[config.mk]
export PLATFORM = sky130hd
export DESIGN_NAME = seg7_scan_reader_flat
export DESIGN_NICKNAME = d
export VERILOG_FILES = /design/src/rtl/seg7_scan_reader_if.sv /design/src/rtl/seg7_scan_reader.sv /design/src/flat_wrapper.sv
export SDC_FILE = /design/constraint.sdc
export NUM_CORES = 1
export LEC_CHECK = 0
export ABC_AREA = 1
export ABC_CLOCK_PERIOD_IN_PS = 2150
export CORE_MARGIN = 1
export CORE_UTILIZATION = 50
export CTS_CLUSTER_SIZE = 30
export DETAILED_ROUTE_END_ITERATION = 8
export PLACE_DENSITY = 0.71
export SYNTH_ARGS = -nofsm -noshare
export SYNTH_HDL_FRONTEND = slang
export SYNTH_SLANG_ARGS = --single-unit
[constraint.sdc]
create_clock -name clk -period 2.15 [get_ports clk]
set_input_delay 0.43 -clock clk [delete_from_list [all_inputs] [get_ports clk]]
set_output_delay 0.43 -clock clk [all_outputs]
set_load 0.1 [all_outputs]
[src/rtl/seg7_scan_reader_if.sv]
// Frame output handshake between seg7_scan_reader and its consumer.
//   out_data  : decoded frame, nibble k = digit k
//   out_bad   : bit k set = digit k pattern was undecodable
//   out_valid : frame available (held until accepted)
//   out_ready : consumer accepts the frame
// master = producer (reader), slave = consumer.
interface seg7_scan_reader_if;
  logic [15:0] out_data;
  logic [3:0]  out_bad;
  logic        out_valid;
  logic        out_ready;

  modport master (output out_data, output out_bad, output out_valid, input out_ready);
  modport slave  (input out_data, input out_bad, input out_valid, output out_ready);
endinterface

[src/rtl/seg7_scan_reader.sv]
// Reads a multiplexed 4-digit 7-segment display bus back into a 16-bit frame.
// Each digit must be shown unchanged for STABLE_CNT consecutive cycles before it
// is accepted; digits must arrive in order 0,1,2,3 to form a frame.
// Ports:
//   clk, rst    : clock, synchronous active-high reset
//   seg_n_i     : segment lines, active-low (bit0=a .. bit6=g)
//   dig_n_i     : digit selects, active-low one-hot (bit0 = digit 0)
//   seq_err_o   : one-cycle pulse on digit-order violation
//   drop_cnt_o  : frames completed while a frame was pending (saturating)
//   bus         : frame output handshake (master side)
// Build option: define SEG7_HEX_EN to also decode the hex letters A..F.
module seg7_scan_reader #(
  parameter int unsigned STABLE_CNT = 4
) (
  input  logic       clk,
  input  logic       rst,
  input  logic [6:0] seg_n_i,
  input  logic [3:0] dig_n_i,
  output logic       seq_err_o,
  output logic [7:0] drop_cnt_o,
  seg7_scan_reader_if.master bus
);

  localparam logic [7:0] STABLE_MAX = 8'(STABLE_CNT);
  localparam logic [7:0] STABLE_PRE = 8'(STABLE_CNT - 1);

  typedef enum logic [1:0] {SYNC, COLLECT, PRESENT} state_t;

  state_t      state_q, state_d, shadow_q, shadow_d, trk, trk_nxt;
  logic [10:0] smp_q;
  logic [7:0]  cnt_q, cnt_d;
  logic [1:0]  exp_q, exp_d;
  logic [15:0] buf_data_q, buf_data_d, out_data_q, out_data_d;
  logic [3:0]  buf_bad_q, buf_bad_d, out_bad_q, out_bad_d;
  logic [7:0]  drop_q, drop_d;
  logic        seq_err_q, seq_err_d;

  logic [3:0]  sel;
  logic        qual, same, acc, handshake, store, complete;
  logic [1:0]  dig;
  logic [3:0]  nib;
  logic        bad;

  // Map lit-segment pattern (bit0=a) to a value; unknown patterns give F + bad.
  always_comb begin
    nib = 4'hF;
    bad = 1'b0;
    unique case (~seg_n_i)
      7'h3F: nib = 4'h0;
      7'h06: nib = 4'h1;
      7'h5B: nib = 4'h2;
      7'h4F: nib = 4'h3;
      7'h66: nib = 4'h4;
      7'h6D: nib = 4'h5;
      7'h7D: nib = 4'h6;
      7'h07: nib = 4'h7;
      7'h7F: nib = 4'h8;
      7'h6F: nib = 4'h9;
`ifdef SEG7_HEX_EN
      7'h77: nib = 4'hA;
      7'h7C: nib = 4'hB;
      7'h39: nib = 4'hC;
      7'h5E: nib = 4'hD;
      7'h79: nib = 4'hE;
      7'h71: nib = 4'hF;
`endif
      default: begin
        nib = 4'hF;
        bad = 1'b1;
      end
    endcase
  end

  // Sample qualification and stability counting.
  always_comb begin
    sel  = ~dig_n_i;
    qual = (sel != 4'd0) && ((sel & (sel - 4'd1)) == 4'd0);
    same = ({dig_n_i, seg_n_i} == smp_q);
    if (!qual)
      cnt_d = '0;
    else if (same && cnt_q != 8'd0)
      cnt_d = (cnt_q == STABLE_MAX) ? cnt_q : cnt_q + 8'd1;
    else
      cnt_d = 8'd1;
    // The counter parks at STABLE_CNT, so only the step into it accepts.
    acc = qual && same && (cnt_q == STABLE_PRE);
    unique case (sel)
      4'b0010: dig = 2'd1;
      4'b0100: dig = 2'd2;
      4'b1000: dig = 2'd3;
      default: dig = 2'd0;
    endcase
  end

  // Frame FSM. While PRESENT, the same collect rules run on shadow_q and a
  // completed shadow frame only bumps the drop counter.
  always_comb begin
    state_d    = state_q;
    shadow_d   = shadow_q;
    exp_d      = exp_q;
    buf_data_d = buf_data_q;
    buf_bad_d  = buf_bad_q;
    out_data_d = out_data_q;
    out_bad_d  = out_bad_q;
    drop_d     = drop_q;
    seq_err_d  = 1'b0;
    store      = 1'b0;
    complete   = 1'b0;

    handshake = (state_q == PRESENT) && bus.out_ready;
    trk       = (state_q == PRESENT) ? shadow_q : state_q;
    trk_nxt   = trk;

    if (acc && !handshake) begin
      if (trk == SYNC) begin
        if (dig == 2'd0) begin
          store   = 1'b1;
          exp_d   = 2'd1;
          trk_nxt = COLLECT;
        end
      end else if (dig == exp_q) begin
        store = 1'b1;
        if (dig == 2'd3) begin
          complete = 1'b1;
          trk_nxt  = SYNC;
        end else begin
          exp_d = exp_q + 2'd1;
        end
      end else if (dig != exp_q - 2'd1) begin
        seq_err_d = 1'b1;
        if (dig == 2'd0) begin
          store   = 1'b1;
          exp_d   = 2'd1;
          trk_nxt = COLLECT;
        end else begin
          trk_nxt = SYNC;
        end
      end
    end

    if (store) begin
      buf_data_d[{dig, 2'b00} +: 4] = nib;
      buf_bad_d[dig]                = bad;
    end

    if (handshake) begin
      state_d  = SYNC;
      shadow_d = SYNC;
    end else if (state_q == PRESENT) begin
      shadow_d = trk_nxt;
      if (complete && drop_q != 8'hFF)
        drop_d = drop_q + 8'd1;
    end else if (complete) begin
      state_d    = PRESENT;
      shadow_d   = SYNC;
      out_data_d = buf_data_d;
      out_bad_d  = buf_bad_d;
    end else begin
      state_d = trk_nxt;
    end
  end

  always_ff @(posedge clk) begin
    if (rst) begin
      state_q    <= SYNC;
      shadow_q   <= SYNC;
      smp_q      <= '0;
      cnt_q      <= '0;
      exp_q      <= '0;
      buf_data_q <= '0;
      buf_bad_q  <= '0;
      out_data_q <= '0;
      out_bad_q  <= '0;
      drop_q     <= '0;
      seq_err_q  <= 1'b0;
    end else begin
      state_q    <= state_d;
      shadow_q   <= shadow_d;
      smp_q      <= {dig_n_i, seg_n_i};
      cnt_q      <= cnt_d;
      exp_q      <= exp_d;
      buf_data_q <= buf_data_d;
      buf_bad_q  <= buf_bad_d;
      out_data_q <= out_data_d;
      out_bad_q  <= out_bad_d;
      drop_q     <= drop_d;
      seq_err_q  <= seq_err_d;
    end
  end

  assign bus.out_data  = out_data_q;
  assign bus.out_bad   = out_bad_q;
  assign bus.out_valid = (state_q == PRESENT);
  assign seq_err_o     = seq_err_q;
  assign drop_cnt_o    = drop_q;

endmodule
[src/flat_wrapper.sv]
// flat-port wrapper written by rule: the top's interface ports become plain ports
module seg7_scan_reader_flat 
#(
  parameter int unsigned STABLE_CNT = 4
)
  (clk, rst, seg_n_i, dig_n_i, seq_err_o, drop_cnt_o, bus_out_data, bus_out_bad, bus_out_valid, bus_out_ready);
  seg7_scan_reader_if bus_i ();
  input  logic clk;
  input  logic rst;
  input  logic [6:0] seg_n_i;
  input  logic [3:0] dig_n_i;
  output logic seq_err_o;
  output logic [7:0] drop_cnt_o;
  output wire logic [$bits(bus_i.out_data)-1:0] bus_out_data;
  output wire logic [$bits(bus_i.out_bad)-1:0] bus_out_bad;
  output wire logic [$bits(bus_i.out_valid)-1:0] bus_out_valid;
  input wire logic [$bits(bus_i.out_ready)-1:0] bus_out_ready;
  assign bus_out_data = bus_i.out_data;
  assign bus_out_bad = bus_i.out_bad;
  assign bus_out_valid = bus_i.out_valid;
  assign bus_i.out_ready = bus_out_ready;
  seg7_scan_reader #(.STABLE_CNT(STABLE_CNT)) u_core (.clk(clk), .rst(rst), .seg_n_i(seg_n_i), .dig_n_i(dig_n_i), .seq_err_o(seq_err_o), .drop_cnt_o(drop_cnt_o), .bus(bus_i));
endmodule
# Yosys cells after proc, flatten, opt, wreduce, memory -nomap -nowiden
# Cells that the tools add are included.
[classes]
add_sub_neg = 6
n_mul = 0
div_mod_pow = 0
magnitude_cmp = 2
eq_ne = 23
shift = 2
muxes = 37
bitwise = 8
n_reduce_logical = 24
[ops]
columns = ["op", "count"]
rows = [
  ["$eq A7 B7 Y1 const B", 7],
  ["$pmux W4 S10", 1],
  ["$mux W2", 15],
  ["$add A8 B1 Y8 const B", 2],
  ["$bwmux W16", 1],
  ["$mux W16", 1],
  ["$shift A4 B6 Y16 const A", 1],
  ["$shiftx A4 B6 Y16", 1],
  ["$mux W1", 15],
  ["$eq A7 B3 Y1 const B", 2],
  ["$eq A11 B11 Y1", 1],
  ["$reduce_or A10 Y1", 1],
  ["$reduce_and A3 Y1", 3],
  ["$eq A8 B2 Y1 const B", 1],
  ["$eq A8 B3 Y1 const B", 1],
  ["$logic_and A1 B1 Y1", 8],
  ["$ne A8 B8 Y1 const B", 1],
  ["$reduce_bool A8 Y1", 1],
  ["$eq A7 B6 Y1 const B", 1],
  ["$not A7 Y7", 1],
  ["$neg A4 Y6", 1],
  ["$pmux W2 S3", 1],
  ["$not A1 Y1", 5],
  ["$and A4 B4 Y4", 1],
  ["other kinds (26)", 29],
]
[word_totals]
register_bits = 74
latchBits = 0
ramBits = 0
mem_bits_ro = 0
inputBits = 14
output_inout_bits = 30
elab_cells = 114
n_memories = 0

# Logic depth before layout (Yosys ltp)
[logic_depth]
depth_word = 11
mapped_depth = 15
depth_no_buf = 15

# Least setup slack after synthesis
# Ideal clock, no wire load.
[synth_timing]
kind = "register to register"
start = "register u_core.state_q[1]"
end = "register u_core.out_data_q[0], in the netlist u_core.bus.out_data[0]"
setup_ps = 109
arrival_ps = 2432
required_time_ps = 2041
path_slack_ps = -390
path_stages_with_launch = 12
n_path_buf = 1
synth_period_minus_slack_ps = 2540
cell_sequence = "dfxtp_1 > inv_1 > nor2_2 > nand2_1 > nand3_2 > nor2_4 > nand2_4 > nor2_4 > buf_4 > o21a_1 > nand2_1 > inv_1"
[synth_via]
elab_chain_cells = 6
word_cells_on_any_way = 14
classes_between = "eq/ne (1); mux (6); bitwise (2); reduce/logical (5)"
[synth_rtl]
columns = ["item", "line_no", "rtl"]
rows = [
  ["from (decl)", "seg7_scan_reader.sv:29", "state_t state_q, state_d, shadow_q, shadow_d, trk, trk_nxt;"],
  ["from (signal assigned)", "seg7_scan_reader.sv:177", "state_q <= state_d;"],
  ["$eq A2 B2 Y1 *", "n/a", ""],
  ["net bus_out_valid", "flat_wrapper.sv:16", "output wire logic [$bits(bus_i.out_valid)-1:0] bus_out_valid;"],
  ["$mux W2 or $logic_and A1 B1 Y1 (tied branches)", "seg7_scan_reader.sv:111, seg7_scan_reader.sv:110", ""],
  ["$logic_not A2 Y1 or $logic_not A1 Y1 (tied branches)", "seg7_scan_reader.sv:115, seg7_scan_reader.sv:114", ""],
  ["$mux W1 or $logic_and A1 B1 Y1 (tied branches)", "seg7_scan_reader.sv:115, seg7_scan_reader.sv:114", ""],
  ["$mux W1", "seg7_scan_reader.sv:114", "if (acc && !handshake) begin"],
  ["$reduce_and A3 Y1 (no line) or $mux W16 (tied branches)", "n/a", ""],
  ["to (signal assigned)", "seg7_scan_reader.sv:184", "out_data_q <= out_data_d;"],
  ["to (decl)", "seg7_scan_reader.sv:33", "logic [15:0] buf_data_q, buf_data_d, out_data_q, out_data_d;"],
]
# Mark *: on every way through the listed nets, which the timed path passes. The rest lies on a longest branch.
# A chain may end at the register's enable or synchronous reset.

# Worst setup path in the final report
[layout_timing]
start = "register u_core.cnt_q[0]"
end = "register u_core.out_bad_q[1], in the netlist u_core.bus.out_bad[1]"
[layout_via]
elab_chain_cells = 5
word_cells_on_any_way = 7
classes_between = "eq/ne (1); mux (3); reduce/logical (3)"
[layout_rtl]
columns = ["item", "line_no", "rtl"]
rows = [
  ["from (decl)", "seg7_scan_reader.sv:31", "logic [7:0] cnt_q, cnt_d;"],
  ["from (signal assigned)", "seg7_scan_reader.sv:180", "cnt_q <= cnt_d;"],
  ["$eq A8 B2 Y1 *", "seg7_scan_reader.sv:86", "acc = qual && same && (cnt_q == STABLE_PRE);"],
  ["$logic_and A1 B1 Y1 *", "seg7_scan_reader.sv:86", ""],
  ["$logic_and A1 B1 Y1 *", "seg7_scan_reader.sv:114", ""],
  ["$mux W1", "seg7_scan_reader.sv:114", ""],
  ["$reduce_and A3 Y1 (no line) or $mux W4 (tied branches)", "n/a", ""],
  ["to (signal assigned)", "seg7_scan_reader.sv:185", "out_bad_q <= out_bad_d;"],
  ["to (decl)", "seg7_scan_reader.sv:34", "logic [3:0] buf_bad_q, buf_bad_d, out_bad_q, out_bad_d;"],
]
# Mark *: on every way between the ends. The rest lies on a longest branch, timed or not.

==> results.cfg <==
[cts]
ctsRootBufferMaster = sky130_fd_sc_hd__clkbuf_8
cts_hold_buffers = 0
htreeDepth = 3
cts_tree = built
cts_max_path_buffers = 2
clk-insertion-delay-late_ns = 0.36
cts_made_buffers = 9
clk_pin_slew_ns = 0.08
clock-sinks = 74

[timing]
worst-slew-pin-transition_ns = 0.520
layout_setup_ws_ns = 0.0720
layout_min_cycle_time_ns = 2.08
setup_viol_count_final = 0
final_max_slew_viol_count = 0
hold_violations = 0
clock.fmax_mhz = 481
slew_headroom = 0.650
timing.clock.skew_ns = 0.0111
post_route_fraction_of_the_period_consumed_by_the_critical_path = 0.966

[placed_design]
detailedPlace.worstSlack_ns = -0.471
place.gp.congestion = 0.796
placed_cell_area_um2 = 4920
place.port_buffers = 43
dp_hpwl_mm = 6.98

[global_route]
first_global_vias = 3798
grt_util_all_layers = 0.236
grt_max_degree = 41
global_route_wire_length_before_repair_mm = 16.0
total_global_routing_overflow = 0
number_of_antenna_violations_at_the_first_check_in_global_routing = 0

[floorplanning]
placement_rows = 32
coreArea_um2 = 7690
die-area_um2 = 8250
die_width_um = 90.8
fp.dieH_um = 90.8
top_level_ports = 44
initial_core_utilization = 0.513

[logic_synthesis]
ys_ff_latch = 74
mean_post_synth_cell_area_um2 = 6.76
synth.distinct_cells = 31
mappedNetlistNets = 606
ys_seq_area_frac = 0.376
postSynthCellCount = 583
post_synth_instance_area_um2 = 3940
ys.warnings.count = 0

[setup_path]
critPathArrivalTime_ns = 2.36
criticalPathCategory = reg2reg
endpoint_kind = register
cp-start-kind = register
timing.critical_path.required_ns = 2.43
timing.critical_path.fanout_max = 10

[detailed_routing]
dr.max_layer_used = met4
num_vias = 4037
avgRoutedWirePerCell_um = 12.5
detail_route.wirelength_mm = 10.1
total_routed_wire_length_on_the_met1_layer_mm = 4.63
drtPass1Iterations = 6
drc_violations_left = 1
first_iteration_detailed_routing_drc_count = 166
met2WireLength_mm = 4.96
antenna_violating_nets_post_route = 0
dr_wl_met3_um = 384
routed_via_density = 4.98

[cells_and_area]
post-route-cell-area_um2 = 5290
n_fill_cell = 663
area_taken_by_multi_input_logic_gates_um2 = 2150
total_inserted_antenna_cells = 0
sequential_cell_area_um2 = 1490
finish.net_count = 727
area_growth_syn_to_layout_pct = 34.0
final_layout_size_suffix_gt1_frac = 0.248

[run_status]
violations_in_the_final_reports = design-rule violations
run_status = finished with violations

[job]
timing.max_cap.violations = 0

[power_and_ir_drop]
pwr_dens_nw_per_um2 = 500
total_power_mw = 2.64
max-vdd-ir-drop_mv = 0.431
leakage_nw = 2.55

[hold_path]
holdCritPathClass = in2reg
## through the flow
step,utilization,hold WS (ns),TNS [ns],cells
after floorplan,-,0.445,0,583
after global placement,0.640,0.451,-18.80,785
after detailed placement,0.640,0.449,-21.44,785
after CTS,0.665,0.463,-0.00191,801
after global routing,0.688,0.400,-0.102,811
final,0.688,0.385,0,811
## layout make-up
class	count	share of cell area
multi-input combinational	412	0.406
sequential	74	0.281
timing repair buffer	121	0.195
inverter	86	0.0615
clock buffer	10	0.0241
tap	102	0.0241
clock inverter	6	0.00828
## Yosys cell counts, drive strengths merged
master  instances  area (µm²)
nor3            6        30.0
xnor2           8        70.1
clkbuf          7        26.3
nor4            2        12.5
nand3          54         330
dfxtp          74        1480
o21bai          3        22.5
nor3b           1        7.51
o21ai          18        93.8
inv            85         319
nand2         160         623
xor2            5        43.8
clkinv          1        3.75
nor2           80         354
o21a           16         120
ha              9         113
nand4          12        75.1
buf             4        25.0
o211ai          1        7.51
a21oi          37         185
## cells in the final DEF, fill, tap and decap left out, types with 10 or more instances in the layout
cell and n:
sky130_fd_sc_hd__nand3_1 45, sky130_fd_sc_hd__dfxtp_1 71, sky130_fd_sc_hd__buf_4 101, sky130_fd_sc_hd__inv_2 10, sky130_fd_sc_hd__o21ai_0 13, sky130_fd_sc_hd__inv_1 74, sky130_fd_sc_hd__nand2_1 151, sky130_fd_sc_hd__nand4_1 12
sky130_fd_sc_hd__nor2_2 10, sky130_fd_sc_hd__a21oi_1 37, sky130_fd_sc_hd__nor2_1 64, sky130_fd_sc_hd__o21a_1 16
## worst max-delay path, stage by stage (launching register included)
cell                        delay, ns
sky130_fd_sc_hd__dfxtp_1         0.39
sky130_fd_sc_hd__ha_1            0.19
sky130_fd_sc_hd__nand2_1         0.07
sky130_fd_sc_hd__nor2_2          0.14
sky130_fd_sc_hd__nand3_2         0.11
sky130_fd_sc_hd__nor2_4          0.13
sky130_fd_sc_hd__buf_4           0.13
sky130_fd_sc_hd__nand2_4         0.07
sky130_fd_sc_hd__nor2_4          0.32
sky130_fd_sc_hd__clkbuf_16       0.24
sky130_fd_sc_hd__o21ai_1         0.07
sky130_fd_sc_hd__a21oi_1         0.15
## report_power, final
group / switching, mW / total, mW / internal (mW)
Clock: 0.543 / 0.962 / 0.418
Sequential: 0.00624 / 1.39 / 1.38
Combinational: 0.170 / 0.295 / 0.125
## cells by family after synthesis
kind of cell / Yosys count / share of synthesized area
compound gates: 75 / 0.109
simple gates: 315 / 0.363
xor+xnor: 13 / 0.0289
flops: 74 / 0.376
fa+ha+maj: 9 / 0.0286
buf+inv: 97 / 0.0949
## sequential cells by signal, indices dropped and copies added, names as in the netlist
name and cells:
u_core.shadow_q 2, u_core.cnt_q 8, u_core.exp_q 2, u_core.buf_bad_q 4, u_core.buf_data_q 16, u_core.drop_cnt_o 8
u_core.bus.out_bad 4, u_core.bus.out_data 16, u_core.state_q 2, u_core.smp_q 11, u_core.seq_err_o 1
## path summary, 6_finish.rpt
path	cells after the start	from	to	slack, ns
max reg2reg	11	u_core.cnt_q[0]	u_core.bus.out_bad[1]	0.07
max	11	u_core.cnt_q[0]	u_core.bus.out_bad[1]	0.07
min reg2reg	1	u_core.drop_cnt_o[0]	u_core.drop_cnt_o[0]	0.47
min	3	dig_n_i[3]	u_core.smp_q[10]	0.38
## timing repair
item | 4_1_cts | 5_1_grt
endpoints found under the hold margin | 0 | 0
cloned | 0 | 5
gates resized for setup | 10 | 27
buffers inserted | 0 | 5
pin swaps | 3 | 7
endpoints found under the setup margin | 35 | 51
## layer usage
layer | track usage | up-vias
met1 | 0.288 | 1857
met5 | 0 | -
met3 | 0.0497 | 20
li1 | - | 2086
met4 | 0.0688 | 0
met2 | 0.415 | 74
No activity file was read; power rests on OpenSTA's default activity.
